## config.mk

```make
export PLATFORM = sky130hd
export DESIGN_NAME = uart_program_loader
export DESIGN_NICKNAME = d
export VERILOG_FILES = /design/src/rtl/uart_program_loader_pkg.sv /design/src/rtl/uart_rx_sync.sv /design/src/rtl/uart_program_loader.sv
export SDC_FILE = /design/constraint.sdc
export NUM_CORES = 1
export LEC_CHECK = 0
export ABC_AREA = 1
export BUFFER_PORTS_ARGS = -buffer_cell sky130_fd_sc_hd__buf_2
export CORE_MARGIN = 10
export CORE_UTILIZATION = 30
export CTS_CLUSTER_DIAMETER = 100
export CTS_CLUSTER_SIZE = 25
export DETAILED_ROUTE_END_ITERATION = 7
export HOLD_SLACK_MARGIN = 0.03
export SLEW_MARGIN = 20
export SYNTH_ARGS = -nofsm -noshare
export SYNTH_HDL_FRONTEND = slang
export SYNTH_SLANG_ARGS = --single-unit
```

## constraint.sdc

```tcl
create_clock -name SYS_clk -period 2.89 [get_ports SYS_clk]
set_input_delay 0.289 -clock SYS_clk [delete_from_list [all_inputs] [get_ports SYS_clk]]
set_output_delay 0.289 -clock SYS_clk [all_outputs]
set_load 0.1 [all_outputs]
```

## src/rtl/uart_program_loader_pkg.sv

```systemverilog
// Shared definitions for the UART program loader: FSM encoding, default line rate, idle level.
// The LOADER_PARITY_EN macro enables the even-parity bit; this package is the same with or without it.
package uart_program_loader_pkg;

    typedef enum logic [2:0] {
        ST_IDLE   = 3'd0,
        ST_START  = 3'd1,
        ST_DATA   = 3'd2,
        ST_PARITY = 3'd3,
        ST_STOP   = 3'd4
    } loader_state_e;

    localparam int   DEF_CLK_FREQ_HZ = 50000000;
    localparam int   DEF_BAUD        = 115200;
    localparam logic LINE_IDLE       = 1'b1;

    // Even parity: the parity bit that makes the total count of ones even.
    function automatic logic even_parity(input logic [7:0] data);
        return ^data;
    endfunction

endpackage

```

## src/rtl/uart_rx_sync.sv

```systemverilog
// Two-flop synchronizer for the asynchronous RX pin plus a previous-value register
// used for start-edge detection. All flops reset to the line idle level.
module uart_rx_sync
    import uart_program_loader_pkg::*;
(
    input  logic clk,
    input  logic reset,
    input  logic rx_async,
    output logic rx_s,
    output logic fall_edge
);

    logic sync1_q, sync1_d;
    logic sync2_q, sync2_d;
    logic rx_p_q,  rx_p_d;

    // Next-state values for the synchronizer chain.
    always_comb begin
        sync1_d = rx_async;
        sync2_d = sync1_q;
        rx_p_d  = sync2_q;
    end

    // Synchronizer and previous-value registers.
    always_ff @(posedge clk) begin
        if (reset) begin
            sync1_q <= LINE_IDLE;
            sync2_q <= LINE_IDLE;
            rx_p_q  <= LINE_IDLE;
        end else begin
            sync1_q <= sync1_d;
            sync2_q <= sync2_d;
            rx_p_q  <= rx_p_d;
        end
    end

    assign rx_s      = sync2_q;
    assign fall_edge = rx_p_q & ~sync2_q;

endmodule

```

## src/rtl/uart_program_loader.sv

```systemverilog
// UART receiver feeding the instruction-memory byte stream; delivery is gated by execution_enable.
// Define LOADER_PARITY_EN for 8E1 framing with a sticky parity_error flag; otherwise 8N1.
module uart_program_loader
    import uart_program_loader_pkg::*;
#(
    parameter int CLK_FREQ_HZ  = DEF_CLK_FREQ_HZ,
    parameter int BAUD         = DEF_BAUD,
    parameter int CLKS_PER_BIT = CLK_FREQ_HZ / BAUD
) (
    input  logic        SYS_clk,
    input  logic        SYS_reset,
    input  logic        uart_rx,
    input  logic        execution_enable,
    output logic        PC_data_valid,
    output logic [7:0]  PC_data,
    output logic [31:0] byte_count,
    output logic        frame_error,
    output logic        parity_error
);

    localparam int CNT_W = $clog2(CLKS_PER_BIT + 1);
    localparam logic [CNT_W-1:0] BIT_LAST  = CNT_W'(CLKS_PER_BIT - 1);
    localparam logic [CNT_W-1:0] HALF_LAST = CNT_W'(CLKS_PER_BIT / 2 - 1);
    localparam logic [CNT_W-1:0] CNT_ONE   = CNT_W'(1);

    logic rx_s;
    logic fall_edge;

    loader_state_e    state_q,         state_d;
    logic [CNT_W-1:0] clk_cnt_q,       clk_cnt_d;
    logic [2:0]       bit_idx_q,       bit_idx_d;
    logic [7:0]       shift_q,         shift_d;
    logic             accept_q,        accept_d;
    logic             pc_data_valid_q, pc_data_valid_d;
    logic [7:0]       pc_data_q,       pc_data_d;
    logic [31:0]      byte_count_q,    byte_count_d;
    logic             frame_error_q,   frame_error_d;
`ifdef LOADER_PARITY_EN
    logic             parity_error_q,  parity_error_d;
    logic             par_bad_q,       par_bad_d;
`endif

    uart_rx_sync u_rx_sync (
        .clk       (SYS_clk),
        .reset     (SYS_reset),
        .rx_async  (uart_rx),
        .rx_s      (rx_s),
        .fall_edge (fall_edge)
    );

    // Frame decoding FSM and delivery logic.
    always_comb begin
        state_d         = state_q;
        clk_cnt_d       = clk_cnt_q;
        bit_idx_d       = bit_idx_q;
        shift_d         = shift_q;
        accept_d        = 1'b0;
        pc_data_valid_d = 1'b0;
        pc_data_d       = pc_data_q;
        byte_count_d    = byte_count_q;
        frame_error_d   = frame_error_q;
`ifdef LOADER_PARITY_EN
        parity_error_d  = parity_error_q;
        par_bad_d       = par_bad_q;
`endif

        case (state_q)
            ST_IDLE: begin
                if (fall_edge) begin
                    state_d   = ST_START;
                    clk_cnt_d = '0;
                    bit_idx_d = 3'd0;
                end else begin
                    state_d   = ST_IDLE;
                end
            end
            ST_START: begin
                if (clk_cnt_q == HALF_LAST) begin
                    clk_cnt_d = '0;
                    if (!rx_s) begin
                        state_d = ST_DATA;
                    end else begin
                        state_d = ST_IDLE;
                    end
                end else begin
                    clk_cnt_d = clk_cnt_q + CNT_ONE;
                end
            end
            ST_DATA: begin
                if (clk_cnt_q == BIT_LAST) begin
                    clk_cnt_d = '0;
                    shift_d   = {rx_s, shift_q[7:1]};
                    if (bit_idx_q == 3'd7) begin
`ifdef LOADER_PARITY_EN
                        state_d = ST_PARITY;
`else
                        state_d = ST_STOP;
`endif
                    end else begin
                        bit_idx_d = bit_idx_q + 3'd1;
                    end
                end else begin
                    clk_cnt_d = clk_cnt_q + CNT_ONE;
                end
            end
`ifdef LOADER_PARITY_EN
            ST_PARITY: begin
                if (clk_cnt_q == BIT_LAST) begin
                    clk_cnt_d = '0;
                    state_d   = ST_STOP;
                    par_bad_d = (rx_s != even_parity(shift_q));
                    if (rx_s != even_parity(shift_q)) begin
                        parity_error_d = 1'b1;
                    end else begin
                        parity_error_d = parity_error_q;
                    end
                end else begin
                    clk_cnt_d = clk_cnt_q + CNT_ONE;
                end
            end
`endif
            ST_STOP: begin
                if (clk_cnt_q == BIT_LAST) begin
                    clk_cnt_d = '0;
                    state_d   = ST_IDLE;
                    if (rx_s) begin
`ifdef LOADER_PARITY_EN
                        accept_d = ~par_bad_q;
`else
                        accept_d = 1'b1;
`endif
                    end else begin
                        frame_error_d = 1'b1;
                    end
                end else begin
                    clk_cnt_d = clk_cnt_q + CNT_ONE;
                end
            end
            default: begin
                state_d = ST_IDLE;
            end
        endcase

        // Byte accepted on the previous edge: hand it over unless execution has started.
        if (accept_q) begin
            if (!execution_enable) begin
                pc_data_valid_d = 1'b1;
                pc_data_d       = shift_q;
                byte_count_d    = byte_count_q + 32'd1;
            end else begin
                pc_data_valid_d = 1'b0;
            end
        end else begin
            pc_data_valid_d = 1'b0;
        end
    end

    // State, counters and registered outputs.
    always_ff @(posedge SYS_clk) begin
        if (SYS_reset) begin
            state_q         <= ST_IDLE;
            clk_cnt_q       <= '0;
            bit_idx_q       <= 3'd0;
            shift_q         <= 8'd0;
            accept_q        <= 1'b0;
            pc_data_valid_q <= 1'b0;
            pc_data_q       <= 8'd0;
            byte_count_q    <= 32'd0;
            frame_error_q   <= 1'b0;
`ifdef LOADER_PARITY_EN
            parity_error_q  <= 1'b0;
            par_bad_q       <= 1'b0;
`endif
        end else begin
            state_q         <= state_d;
            clk_cnt_q       <= clk_cnt_d;
            bit_idx_q       <= bit_idx_d;
            shift_q         <= shift_d;
            accept_q        <= accept_d;
            pc_data_valid_q <= pc_data_valid_d;
            pc_data_q       <= pc_data_d;
            byte_count_q    <= byte_count_d;
            frame_error_q   <= frame_error_d;
`ifdef LOADER_PARITY_EN
            parity_error_q  <= parity_error_d;
            par_bad_q       <= par_bad_d;
`endif
        end
    end

    assign PC_data_valid = pc_data_valid_q;
    assign PC_data       = pc_data_q;
    assign byte_count    = byte_count_q;
    assign frame_error   = frame_error_q;
`ifdef LOADER_PARITY_EN
    assign parity_error  = parity_error_q;
`else
    assign parity_error  = 1'b0;
`endif

endmodule

```

== Yosys cells after proc, flatten, opt, wreduce, memory -nomap -nowiden ==
Cells that the tools add are included.

* Logic and storage cells: 62
* Bits of input ports: 4
* Register bits: 69
* Output and inout port bits: 43

* Eq/ne operators: 12
* Bitwise gates (word level): 6
* Muxes and demuxes: 17
* Add/subtract/negate cells: 3
* Reductions and logical operators: 12

{| class="wikitable"
|+ Operators by type and width
! kind !! number
|-
| $add A32 B1 Y32 const B || 1
|-
| $mux W9 || 3
|-
| $pmux W9 S3 || 1
|-
| $mux W3 || 7
|-
| $ne A2 B2 Y1 const B || 6
|-
| $pmux W3 S4 || 1
|-
| $add A9 B1 Y9 const B || 1
|-
| $eq A9 B8 Y1 const B || 1
|-
| $eq A9 B9 Y1 const B || 1
|-
| $reduce_and A4 Y1 || 2
|-
| $eq A3 B3 Y1 const B || 2
|-
| $pmux W3 S2 || 1
|-
| $reduce_and A2 Y1 || 3
|-
| $not A1 Y1 || 5
|-
| $reduce_or A2 Y1 || 2
|-
| $add A3 B1 Y3 const B || 1
|-
| $eq A3 B1 Y1 const B || 1
|-
| $eq A3 B2 Y1 const B || 1
|-
| $logic_not A3 Y1 || 1
|-
| $mux W1 || 3
|-
| $reduce_and A3 Y1 || 1
|-
| $reduce_bool A3 Y1 || 1
|-
| $reduce_or A3 Y1 || 1
|-
| $mux W2 || 1
|-
| other kinds (2) || 2
|}

== Longest topological paths before layout ==
Gate-level depths: netlist of the first run.

* Depth after elaboration: 4
* Depth in mapped cells: 11

== Cells and area by module ==
A second synthesis of the first run with hierarchy kept.

* Cell total of the unflattened synthesis: 519
* Area total of the unflattened synthesis: 3,418.3 um^2

{| class="wikitable"
|+ Modules (own cells, without submodules)
! module !! area an instance (um^2) !! cells an instance !! instances
|-
| uart_program_loader || 3,324.4 || 507 || 1
|-
| uart_rx_sync || 93.8 || 12 || 1
|}

== Worst setup path after synthesis of the first run ==
Ideal clock, no wire load.

* Path kind: reg-to-reg
* From: register byte_count_q[1] (netlist: byte_count[1])
* To: register byte_count_q[24] (netlist: byte_count[24])
* Setup time: 0.119 ns
* Data arrival time: 2.119 ns
* Setup slack: 0.651 ns
* Cell stages (with the launch flop): 9
* Cells stage by stage: dfxtp_1 > ha_1 > nand3_1 > nor2_4 > nand3_1 > nor2_4 > nand3_1 > nand2_1 > nor2_1

* Longest elaborated chain between the ends: 1

{| class="wikitable"
|+ Ends and longest elaborated chain
! item !! RTL line !! source
|-
| from (decl) || uart_program_loader.sv:36 || <nowiki>logic [31:0] byte_count_q, byte_count_d;</nowiki>
|-
| from (signal assigned) || uart_program_loader.sv:182 || <nowiki>byte_count_q <= byte_count_d;</nowiki>
|-
| $add A32 B1 Y32 || uart_program_loader.sv:149 || <nowiki>byte_count_d = byte_count_q + 32'd1;</nowiki>
|}

Every way passes these cells.
A chain may end at the register's enable or synchronous reset.

== Worst setup path after layout of the first run ==
* From: register byte_count_q[1] (netlist: byte_count[1])
* To: register byte_count_q[28] (netlist: byte_count[28])

The elaborated chain is that of the path after synthesis.

==> results.yml, run 1 <==
drt:
  first_pass_iters: 6
  drt_iter0_drc: 166
  routed_via_density: 4.645
  met1_length_mm: 3.969
  routed-wl-met2_mm: 3.798
  routed_wl_mm: 8.293
  wl_per_cell_um: 12.07
  route.detailed.drc: 0
  num_vias: 3191
  routed-wl-met3_um: 378
  top_layer_used: "met4"
  ant_nets: 0
global_route:
  grt_pass1_wl_mm: 14.20
  overflow: 0
  grtUsageTotal_pct: 10.47
  grt_pass1_vias: 3001
  antenna_found_initial: 0
  grt_start_max_net_pins: 36
critical_path:
  required_ns: 3.12
  r2r-start: "byte_count[1]$_SDFFE_PP0P_"
  reg2regPathDepth: 8
  slowest_delay_ns: 0.42
  cpLargestDelayFamily: "simple AND/OR/NAND/NOR gates"
  critical_path_arrival_ns: 1.87
  crit_buf_inv: 0
  cp_common_cell: "nand3_1"
  critPathMaxFanout: 7
  startpoint_type: "register"
  r2r_slack_ns: 1.25
  worstSetupPathType: "reg2reg"
  r2r-end: "byte_count[28]$_SDFFE_PP0P_"
  cpMaxStageDelayCell: "dfxtp_1"
  cp_cell_sequence: "ha_1 > nand3_1 > nor2_4 > nand3_1 > nor2_4 > nand3_1 > nand2_1 > nor2_1"
  critical_path.endpoint_type: "register"
finish:
  final_util_pct: 36.96
  syn_to_final_growth_pct: 19.72
  layout_commonest_cell: "nand2_1"
  drive_gt1_share_pct: 14.99
  layout.nets: 552
  antennaDiodeCount: 0
  fillCellCount: 1187
  layout_common_cells: "110 x nand2_1, 73 x nor2_1, 69 x dfxtp_1, 69 x inv_1, 45 x buf_2"
run:
  drv_cap: 0
placed_design:
  gp_congestion: 0.8816
  hpwlAfterDp_mm: 6.162
  place.port_buffers: 45
yosys:
  synth-async-reset-ratio_pct: 0
  synth-seq-cells: 69
  ys_warn_count: 0
  yosysSeqAreaShare_pct: 40.92
  synth_area_per_cell_um2: 6.820
  synth_edf_count: 0
  synth_cells: 495
  synth.cell_area_um2: 3376
  ys_types: 34
  synth_ff_type: "dfxtp_1"
  syn-num-nets: 505
floorplanning:
  start_util_pct: 30.87
  dieWidth_um: 126.1
  core_um2: 10940
  die_area_um2: 15890
  pin_count: 47
  die_y_um: 126.1
  rows: 38
timing:
  finalCritPeriodShare_pct: 56.74
  tns_ns: 0
  rsz0062_at_grt: "no"
  slew_viol_final: 0
  period_minus_slack_ns: 1.640
  finalHoldViolCount: 0
  setup_viol: 0
  fin_skew_ns: 0.005319
  max_freq_mhz: 609.9
hold_path:
  hold_depth: 2
  hold_end: "u_rx_sync.sync1_q$_SDFF_PP1_"
  min-delay-start: "uart_rx"
  hp-class: "in2reg"
clock_tree:
  post_cts_buffers: 0
  cts.sinks: 69
  hold_buffers: 0
  clockRootBuffer: "clkbuf_16"
  cts_tree: "done"
  cts_buffers: 9
  clock_path_buffers: 2
  clk_latency_ns: 0.33
  htreeDepth: 3
  ctsResizeCount: 0
  clk_pin_slew_ns: 0.06
power:
  p_leak_nw: 1.839
  max-vdd-ir-drop_uv: 288.8
  power_density_nw_per_um2: 591.9
outcome:
  status: "completed"
[cell families (layout without fill, tap and decap cells)]
family | count (synthesis) | in the layout | share of synthesized area (%)
AO/OA/AOI/OAI | 68 | 68 | 10.75
XOR/XNOR | 6 | 6 | 1.557
adder cells (fa/ha/maj) | 6 | 6 | 2.224
buffers and inverters | 81 | 133 | 9.340
flip-flops | 69 | 69 | 40.92
other | 1 | 1 | 0.1111
AND/OR/NAND/NOR | 264 | 264 | 35.10
[report_power, final]
part           switching (W)  internal [W]
clock network       0.000452      0.000680
registers          0.0000201      0.000978
logic               0.000184     0.0000785
total               0.000656       0.00174
[sequential cells by signal (all words and copies together) (netlist names)]
| register | cells |
|---|---|
| state_q | 3 |
| PC_data | 8 |
| clk_cnt_q | 9 |
| bit_idx_q | 3 |
| shift_q | 8 |
| PC_data_valid | 1 |
| byte_count | 32 |
| u_rx_sync.rx_s | 1 |
| u_rx_sync.sync1_q | 1 |
| frame_error | 1 |
| accept_q | 1 |
| u_rx_sync.rx_p_q | 1 |
[through the flow]
stage / cell area (µm²) / power (W) / setup slack, ns / hold WS, ns / cells
floorplan: 3376 / 0.001222 / 0.6514 / 0.3895 / 495
global placement: 3735 / 0.001272 / 1.216 / 0.3965 / 671
detailed placement: 3735 / 0.001279 / 1.220 / 0.3958 / 671
CTS: 4041 / 0.002420 / 1.234 / 0.1503 / 687
global route: 4041 / 0.002505 / 1.092 / 0.1607 / 687
finish: 4041 / 0.002392 / 1.250 / 0.1505 / 687
[synthesized netlist by cell type (all sizes together) (6+ instances only)]
library cell	count	area share (%)
nand4	11	2.0
o21ai	26	4.0
buf	6	1.0
nand3	45	7.3
ha	6	2.2
nand2	113	13
dfxtp	69	41
nor2	82	11
inv	70	7.8
a21oi	35	5.3
nor3	6	0.89
xor2	6	1.6
[layer usage]
metal,vias up,GRT usage (%)
li1,1675,-
met1,1442,13.04
met2,64,16.64
met3,10,2.223
met4,0,5.358
met5,-,0
[worst max path at each step]
stage                                          start                     endpoint  slack (ns)  depth (start not counted)
final                     byte_count[1]$_SDFFE_PP0P_  byte_count[28]$_SDFFE_PP0P_        1.25                          8
after global routing       clk_cnt_q[0]$_SDFFE_PP0P_    clk_cnt_q[8]$_SDFFE_PP0P_        1.09                         10
after CTS                 byte_count[1]$_SDFFE_PP0P_  byte_count[28]$_SDFFE_PP0P_        1.23                          8
after floorplan           byte_count[1]$_SDFFE_PP0P_  byte_count[24]$_SDFFE_PP0P_        0.65                          8
after global placement                     SYS_reset    clk_cnt_q[1]$_SDFFE_PP0P_        1.22                          5
after detailed placement                   SYS_reset    clk_cnt_q[6]$_SDFFE_PP0P_        1.22                          5
[layout make-up]
type,count,area (µm²),area share (%)
Clock buffer,9,225.2,5.573
Sequential cell,69,1381,34.18
Multi-Input combinational cell,345,1679,41.55
Inverter,71,266.5,6.594
Clock inverter,7,81.33,2.012
Tap cell,140,175.2,4.334
Timing Repair Buffer,46,232.7,5.759
Note: power is estimated with default switching activity, not from simulation.
==> run 2: changes to the inputs <==
==> constraint.sdc (replaced) <==
create_clock -name SYS_clk -period 1.45 [get_ports SYS_clk]
set_input_delay 0.145 -clock SYS_clk [delete_from_list [all_inputs] [get_ports SYS_clk]]
set_output_delay 0.145 -clock SYS_clk [all_outputs]
set_load 0.1 [all_outputs]
==> results.yml, run 2 (synthesized netlist as in run 1, its figures left out) <==
outcome:
  status: "completed"
critical_path:
  slowest_delay_ns: 0.37
  r2r-end: "byte_count[24]$_SDFFE_PP0P_"
  r2r_slack_ns: 0.04
  r2r-start: "byte_count[0]$_SDFFE_PP0P_"
  cp_cell_sequence: "ha_4 > nand3_4 > nor2_4 > nand3_4 > nor2_4 > nand3_1 > nand2_1 > nor2_1"
  required_ns: 1.67
  critical_path_arrival_ns: 1.63
  reg2regPathDepth: 8
  cpLargestDelayFamily: "simple AND/OR/NAND/NOR gates"
  critical_path.endpoint_type: "register"
  worstSetupPathType: "reg2reg"
  startpoint_type: "register"
  critPathMaxFanout: 6
  crit_buf_inv: 0
  cpMaxStageDelayCell: "dfxtp_4"
clock_tree:
  clk_latency_ns: 0.33
  htreeDepth: 3
  clk_pin_slew_ns: 0.05
  clockRootBuffer: "clkbuf_16"
  cts_tree: "done"
  cts.sinks: 69
  clock_path_buffers: 2
  cts_buffers: 9
placed_design:
  hpwlAfterDp_mm: 6.353
  gp_congestion: 0.8267
  place_ws_ns: -0.03892
  place.port_buffers: 45
power:
  pwr-share-comb_pct: 14.2
  p_leak_nw: 2.009
  p_int_w: 0.003701
  p_sw_w: 0.001313
  power_density_nw_per_um2: 1108
  p_sw_share_pct: 26.18
  power_frac_seq_pct: 39.3
  max-vdd-ir-drop_uv: 786.7
  finalPower_w: 0.005013
  pwr-share-clk_pct: 46.5
drt:
  route.detailed.drc: 0
  routed_via_density: 4.654
  ant_nets: 0
  wl_per_cell_um: 12.30
  routed_wl_mm: 8.767
  drt_iter0_drc: 212
  num_vias: 3318
  first_pass_iters: 4
floorplanning:
  pin_count: 47
  die_area_um2: 15890
  start_util_pct: 30.87
  die_y_um: 126.1
  rows: 38
  core_um2: 10940
  dieWidth_um: 126.1
finish:
  antennaDiodeCount: 0
  final_util_pct: 41.37
  drive_gt1_share_pct: 30.19
  syn_to_final_growth_pct: 34.03
  layout_common_cells: "102 x nand2_1, 66 x nor2_1, 65 x inv_1"
  largest_reg_flops: 32
  layout.nets: 578
  layout_commonest_cell: "nand2_1"
hold_path:
  hold_end: "bit_idx_q[2]$_SDFFE_PP0P_"
  hp-class: "in2reg"
  min-delay-start: "SYS_reset"
  hold_depth: 2
timing:
  rsz0062_at_grt: "yes"
  finalCritPeriodShare_pct: 97.14
  setup_viol: 0
  slew_viol_final: 0
  fin_skew_ns: 0.005865
  period_minus_slack_ns: 1.408
  max_freq_mhz: 710.0
  tns_ns: 0
  finalHoldViolCount: 0
  fin_ws_ns: 0.04153
global_route:
  grt_pass1_wl_mm: 14.17
  grt_start_max_net_pins: 26
  grt_pass1_vias: 3018
  antenna_found_initial: 0
  grtUsageTotal_pct: 10.68
  overflow: 0
run:
  drv_cap: 0
-- run 2: changes by cell type in the layout (fill, tap and decap cells not counted), sizes merged --
| cell | change |
|---|---|
| inv | -2 |
| buf | +25 |
| dlygate4sd3 | +1 |
| clkbuf | +4 |
| clkinvlp | -1 |
| clkinv | -1 |
-- run 2: worst register-to-register path, cell delays in order (launching register included) --
cell     delay [ns]
dfxtp_4        0.37
ha_4           0.15
nand3_4        0.09
nor2_4         0.19
nand3_4        0.12
nor2_4         0.19
nand3_1        0.09
nand2_1        0.07
nor2_1         0.04
-- run 2: power by group through the flow --
stage / combinational (W) / sequential [W] / clock (W)
after detailed placement: 0.000600 / 0.00199 / 0
final: 0.000711 / 0.00197 / 0.00233
after global routing: 0.000788 / 0.00197 / 0.00248
after global placement: 0.000580 / 0.00199 / 0
after floorplan: 0.000414 / 0.00198 / 0
after CTS: 0.000614 / 0.00195 / 0.00240
-- run 2: worst max path at each step --
stage | from | end | cells past startpoint
floorplan | byte_count[1]$_SDFFE_PP0P_ | byte_count[28]$_SDFFE_PP0P_ | 8
finish | byte_count[0]$_SDFFE_PP0P_ | byte_count[24]$_SDFFE_PP0P_ | 8
detailed placement | clk_cnt_q[1]$_SDFFE_PP0P_ | shift_q[6]$_SDFFE_PP0P_ | 9
CTS | byte_count[1]$_SDFFE_PP0P_ | byte_count[24]$_SDFFE_PP0P_ | 8
global route | byte_count[0]$_SDFFE_PP0P_ | byte_count[24]$_SDFFE_PP0P_ | 8
global placement | state_q[2]$_SDFFE_PP0P_ | clk_cnt_q[4]$_SDFFE_PP0P_ | 7
-- run 2: area by class of cell --
cell class,instances,area [µm²]
Tap cell,140,175.2
Fill cell,1121,6411
Sequential cell,69,1481
Inverter,71,266.5
Clock buffer,13,281.5
Timing Repair Buffer,72,430.4
Clock inverter,3,40.04
Multi-Input combinational cell,345,1849
-- run 2: per-stage QoR --
step                instance area, µm²  hold slack (ns)  std cells
finish                            4524           0.1014        713
floorplan                         3512           0.2488        495
CTS                               4348          0.09517        706
global route                      4524           0.1159        713
detailed placement                4006           0.3701        689
global placement                  4006           0.3615        689
-- run 2: per-layer routing --
| layer | wire, µm | global-route usage, % | share of wire (%) | up-vias |
|---|---|---|---|---|
| li1 | - | - | - | 1732 |
| met1 | 4104 | 12.84 | 47 | 1513 |
| met2 | 4094 | 16.85 | 47 | 63 |
| met3 | 399 | 3.104 | 4.6 | 10 |
| met4 | 168 | 5.693 | 1.9 | 0 |
| met5 | 0 | 0 | 0 | - |
-- run 2: repair_timing --
item,4_1_cts,5_1_grt
hold buffers,1,0
pin swaps,0,11
gates resized for setup,5,43
endpoints found under the setup margin,14,35
setup buffers,0,7
endpoints found under the hold margin,1,0
